$ cat src/rtl/generador_frecuencia.sv
// Square-wave generator: turns a 7-bit half-period word (in prescaled base ticks)
// into a 50% duty clk_out plus a one-cycle tick at the start of every period.
module generador_frecuencia #(
    parameter int PRESCALE = 1000
) (
    input  logic       clock,
    input  logic       reset,
    input  logic [6:0] numdiv,
    input  logic       enable,
    output logic       clk_out,
    output logic       tick,
    output logic       busy
);

    localparam int PW = (PRESCALE > 1) ? $clog2(PRESCALE) : 1;
    localparam logic [PW-1:0] PRE_LAST = PW'(PRESCALE - 1);

    typedef enum logic [1:0] {
        IDLE,
        RUN_HIGH,
        RUN_LOW
    } state_t;

    state_t        state;
    logic [6:0]    div_sh;
    logic [6:0]    half_cnt;
    logic [PW-1:0] pre_cnt;

    logic base_tick;
    logic phase_end;
    logic start_ok;

    assign base_tick = (pre_cnt == PRE_LAST);
    assign phase_end = base_tick && (half_cnt == (div_sh - 7'd1));
    assign start_ok  = enable && (numdiv != 7'd0);

    // Outputs are a registered image of the state, so they lag it by one cycle;
    // counters at zero in RUN_HIGH mark the first cycle of a period.
    always_ff @(posedge clock) begin
        if (reset) begin
            state    <= IDLE;
            div_sh   <= 7'd0;
            half_cnt <= 7'd0;
            pre_cnt  <= '0;
            clk_out  <= 1'b0;
            tick     <= 1'b0;
            busy     <= 1'b0;
        end else begin
            clk_out <= (state == RUN_HIGH);
            busy    <= (state != IDLE);
            tick    <= (state == RUN_HIGH) && (pre_cnt == '0) && (half_cnt == 7'd0);

            case (state)
                IDLE: begin
                    pre_cnt  <= '0;
                    half_cnt <= 7'd0;
                    if (start_ok) begin
                        state  <= RUN_HIGH;
                        div_sh <= numdiv;
                    end
                end
                default: begin
                    pre_cnt <= base_tick ? '0 : pre_cnt + PW'(1);
                    if (phase_end)
                        half_cnt <= 7'd0;
                    else if (base_tick)
                        half_cnt <= half_cnt + 7'd1;

                    // A new divider is only taken at the low-to-high boundary.
                    if (phase_end) begin
                        if (state == RUN_HIGH) begin
                            state <= RUN_LOW;
                        end else if (start_ok) begin
                            state  <= RUN_HIGH;
                            div_sh <= numdiv;
                        end else begin
                            state <= IDLE;
                        end
                    end
                end
            endcase
        end
    end

endmodule

$ cat config.mk
export PLATFORM = sky130hd
export DESIGN_NAME = generador_frecuencia
export DESIGN_NICKNAME = d
export VERILOG_FILES = /design/src/rtl/generador_frecuencia.sv
export SDC_FILE = /design/constraint.sdc
export NUM_CORES = 1
export LEC_CHECK = 0
export CAP_MARGIN = 25
export CORE_ASPECT_RATIO = 1.4
export CORE_UTILIZATION = 40
export DETAILED_ROUTE_END_ITERATION = 16
export GPL_TIMING_DRIVEN = 0
export PLACE_DENSITY = 0.62
export SYNTH_ARGS = -nofsm -noshare
export SYNTH_HDL_FRONTEND = slang
export SYNTH_SLANG_ARGS = --single-unit
export TNS_END_PERCENT = 20
$ cat constraint.sdc
create_clock -name clock -period 5.26 [get_ports clock]
set_input_delay 0.789 -clock clock [delete_from_list [all_inputs] [get_ports clock]]
set_output_delay 0.789 -clock clock [all_outputs]
set_load 0.01 [all_outputs]
* Word-level counts from Yosys, hierarchy flattened
Cells that the tools add are included.
** Word-level totals
- Output and inout bits :: 3
- Bits of input ports :: 10
- RAM bits :: 0
- Bits in latches :: 0
- Logic and storage cells :: 38
- Bits in read-only memories :: 0
- Flip-flop bits (word level) :: 29
- Memories kept :: 0
** Cells by class
- Magnitude comparators :: 0
- Divide/modulo/power cells :: 0
- Reductions and logical operators :: 14
- Add/sub/neg operators :: 3
- Multipliers :: 0
- Shift operators :: 0
- Equal/unequal tests :: 5
- Mux-type cells :: 9
- Bitwise operators :: 0
** Operators with widths (number)
- 7-bit 2-to-1 mux :: 4
- 10-bit by 1-bit adder with 10-bit output, second input constant :: 1
- 10-bit equality test, second input constant :: 1
- 10-bit zero test :: 1
- 2-bit 2-to-1 mux :: 4
- 7-bit by 1-bit adder with 7-bit output, second input constant :: 1
- 7-bit equality test :: 1
- 7-bit zero test :: 1
- 7-bit nonzero test :: 1
- 7-bit by 1-bit subtractor with 7-bit output, second input constant :: 1
- 3-bit OR reduction :: 2
- 1-bit logical AND :: 4
- 2-bit AND reduction :: 2
- 2-bit nonzero test :: 2
- 2-bit by 1-bit equality test with 1-bit output, second input constant :: 1
- 2-bit zero test :: 1
- 2-bit by 1-bit inequality test with 1-bit output, second input constant :: 1
- 2-bit inequality test, second input constant :: 1
- 1-bit 2-to-1 mux :: 1

* Logic depth before layout (Yosys ltp)
- Depth after elaboration :: 6
- Mapped depth :: 9
- Depth with buffers taken out :: 8

* Least setup slack after synthesis
OpenSTA, ideal clock, no wires.
- Path type :: input -> register
- From :: input numdiv[3]
- To :: register div_sh[2]
- Library setup time :: 0.118 ns
- Required time :: 5.142 ns
- Stages :: 6
- Path slack :: 3.101 ns
- Arrival :: 2.041 ns
- Buffers on the path :: 1
- Path through :: or4_1 > nor4_1 > nor2_1 > a21o_1 > buf_6 > mux2i_1
** On the way
- Longest elaborated chain between the ends :: 6
** Ends and longest elaborated chain
- start: declaration :: RTL line 8 : input logic [6:0] numdiv,
- 7-bit nonzero test * :: RTL line 35 : assign start_ok = enable && (numdiv != 7'd0);
- 1-bit logical AND * :: RTL line 35
- 7-bit 2-to-1 mux *
- 7-bit 2-to-1 mux (2 in series)
- 7-bit 2-to-1 mux *
- end signal: assignment :: RTL line 59 : div_sh <= numdiv;
- end signal: assignment :: RTL line 75 : div_sh <= numdiv;
- end: declaration :: RTL line 25 : logic [6:0] div_sh;
Mark *: on every way between the ends. The rest lies on a longest branch, timed or not. The select of a mux whose other input is x is not followed.
A chain may end at the register's enable or synchronous reset.

* Worst setup path after layout
- From :: input numdiv[4]
- To :: register div_sh[1]
Same word-level chain as after synthesis.

==> impl_metrics.env <==
export IMPL_status="completed"
export IMPL_async_flop_share=0
export IMPL_mappedNetlistArea_sq_um=1480
export IMPL_die_w_microns=53.4
export IMPL_grt_pass1_wl_microns=5000
export IMPL_layout_commonest_cell="dfxtp_1"
export IMPL_synth_ff_type="dfxtp_1"
export IMPL_holdWs_ns=0.469
export IMPL_wirelength_microns=2990
export IMPL_io_pins=13
export IMPL_powerDensity_nw_per_um2=271
export IMPL_drtIter0Drc=10
export IMPL_layout_common_cells="29 x dfxtp_1, 26 x nor2_1, 22 x nand2_1, 13 x xnor2_1, 12 x clkdlybuf4s50_1"
export IMPL_hold_depth=1
export IMPL_drc=0
export IMPL_cts_resized=0
export IMPL_cpPeakStageDelay_ns=0.51
export IMPL_required_ns=5.42
export IMPL_start_kind="input pin"
export IMPL_fmax_ghz=0.409
export IMPL_grt_max_degree=11
export IMPL_worstRegToRegCells=8
export IMPL_maxCapViolations=0
export IMPL_clk_pin_slew_worst_paths_ns=0.06
export IMPL_finalHoldViolations=0
export IMPL_gp_congestion=0.783
export IMPL_synth_cells=168
export IMPL_n_antenna_cell=0
export IMPL_multi_input_area_sq_um=838
export IMPL_fin_util=0.504
export IMPL_drt_pass1_iterations=4
export IMPL_post_route_min_period_ns=2.45
export IMPL_core_sq_um=3440
export IMPL_synth_cell_types=36
export IMPL_drive_above_1_share=0.0642
export IMPL_row_count=25
export IMPL_maxSlewHeadroom=0.719
export IMPL_root_buffer="clkbuf_8"
export IMPL_cts_buffers_inserted=5
export IMPL_ir_drop_uv=144
export IMPL_crit_chain="clkdlybuf4s50_1 -> or4_1 -> nor4_1 -> nor2_1 -> a21o_1 -> buf_6 -> mux2i_1"
export IMPL_tightest_slew_ns=0.418
export IMPL_dpl_cell_area_sq_um=1650
export IMPL_yosysSeqAreaShare=0.393
export IMPL_dieArea_sq_um=3940
export IMPL_synth_top_cell_by_area="dfxtp_1"
export IMPL_setup_viol=0
export IMPL_slew_viol_final=0
export IMPL_synth_area_leaders="dfxtp_1 39%, xnor2_1 7.7%, nor2_1 6.6%, xor2_1 5.9%, nand2_1 5.6%"
export IMPL_tns_ns=0
export IMPL_finalCritPeriodShare=0.465
export IMPL_syn_area_per_cell_sq_um=8.80
export IMPL_cp_slowest_cell="or4_1"
export IMPL_io_buffers=12
export IMPL_clock_path_buffers=2
export IMPL_p_leak_nw=0.638
export IMPL_grt_pass1_vias=1207
export IMPL_synth_edf_count=0
export IMPL_ctsHoldBuffers=0
export IMPL_drtAntennaViolNets=0
export IMPL_rsz0062_at_grt="false"
export IMPL_start_util=0.429
export IMPL_via_count=1169
export IMPL_clk_latency_ns=0.28
export IMPL_grt_usage=0.179
export IMPL_crit_type="in -> reg"
export IMPL_nNetsFinal=202
export IMPL_dp_hpwl_microns=2350
export IMPL_areaGrowthSynthToFinish_pct=17.4
export IMPL_htree_levels=2
export IMPL_crit_path_max_fanout=6
export IMPL_cts_tree="done"
export IMPL_wl_per_cell_microns=13.2
export IMPL_antenna_found_initial=0
export IMPL_cts_sinks=29
export IMPL_ys_warn_count=0
export IMPL_dp_cells=220
export IMPL_post_cts_buffers=0
export IMPL_seq_area_sq_um=581
export IMPL_synth_nets=183
export IMPL_die_h_microns=73.9
export IMPL_pre_cts_ws_ns=2.53
export IMPL_viasPerCell=5.15
export IMPL_fillers=337
export IMPL_final_area_sq_um=1730
export IMPL_fin_cells=227
export IMPL_finClkSkew_ns=0.00488
export IMPL_setup_slack_ns=2.81
export IMPL_crit_arrival_ns=2.61
export IMPL_ys_ff_latch=29
export IMPL_p_total_uw=470
export IMPL_worstHoldPathType="reg -> reg"
export IMPL_end_kind="flip-flop"
export IMPL_overflow=0
export IMPL_yosys_area_top_type_share=0.393
==> kinds of logic (layout without fill, tap and decap cells) <==
logic type,after synthesis,in the layout,share of synthesized area
xor gates and xnor gates,23,23,0.136
muxes,8,8,0.0542
and+or+nand+nor,82,82,0.289
DFF,29,29,0.393
AOI/OAI and AO/OA,9,9,0.0457
adders and majority gates,5,5,0.0423
buffers and inverters,12,31,0.0398
==> power by group <==
part           internal [mW]  total, mW  switching [mW]
sequential             0.226      0.232         0.00619
combinational         0.0299     0.0565          0.0266
clock                  0.103      0.181          0.0777
==> worst max-delay path: cells and delay by family <==
kind                   cells  cell delay, ns
AND/OR/NAND/NOR            3            0.93
buffers and inverters      2            0.57
multiplexers               1            0.11
AO/OA/AOI/OAI              1            0.20
==> path summary, 6_finish.rpt <==
check,start,end,slack (ns)
worst max-delay path,numdiv[4],div_sh[1],2.81
worst min register to register,pre_cnt[0],pre_cnt[0],0.47
worst max register to register,div_sh[0],div_sh[1],3.07
worst min-delay path,pre_cnt[0],pre_cnt[0],0.47
==> area by class of cell <==
type,instances,area share
multi-input cells,127,0.483
flip-flops and latches,29,0.335
repair buffers,12,0.0693
clock buffers,7,0.0498
well taps,40,0.0289
inverters,9,0.0195
plain buffers,3,0.0144
==> synth_stat cells (3+ instances only) <==
| master | instances |
|---|---|
| mux2i_1 | 8 |
| ha_1 | 5 |
| nand3_1 | 5 |
| inv_1 | 9 |
| nor2_1 | 26 |
| dfxtp_1 | 29 |
| nand2_1 | 22 |
| a21oi_1 | 3 |
| nor4_1 | 3 |
| nor3_1 | 4 |
| xnor2_1 | 13 |
| xor2_1 | 10 |
| nand4_1 | 3 |
==> per-layer routing <==
layer,part of all wire,track usage,vias to the layer above
met5,0,0,-
met4,0.036,0.108,0
met3,0.031,0.0497,11
met2,0.54,0.329,20
met1,0.40,0.169,538
li1,-,-,600
==> state kept, by name (all words and copies together) (netlist names) <==
signal	count
state	2
pre_cnt	10
half_cnt	7
busy	1
tick	1
div_sh	7
clk_out	1
Note: power is estimated with default switching activity, not from simulation.
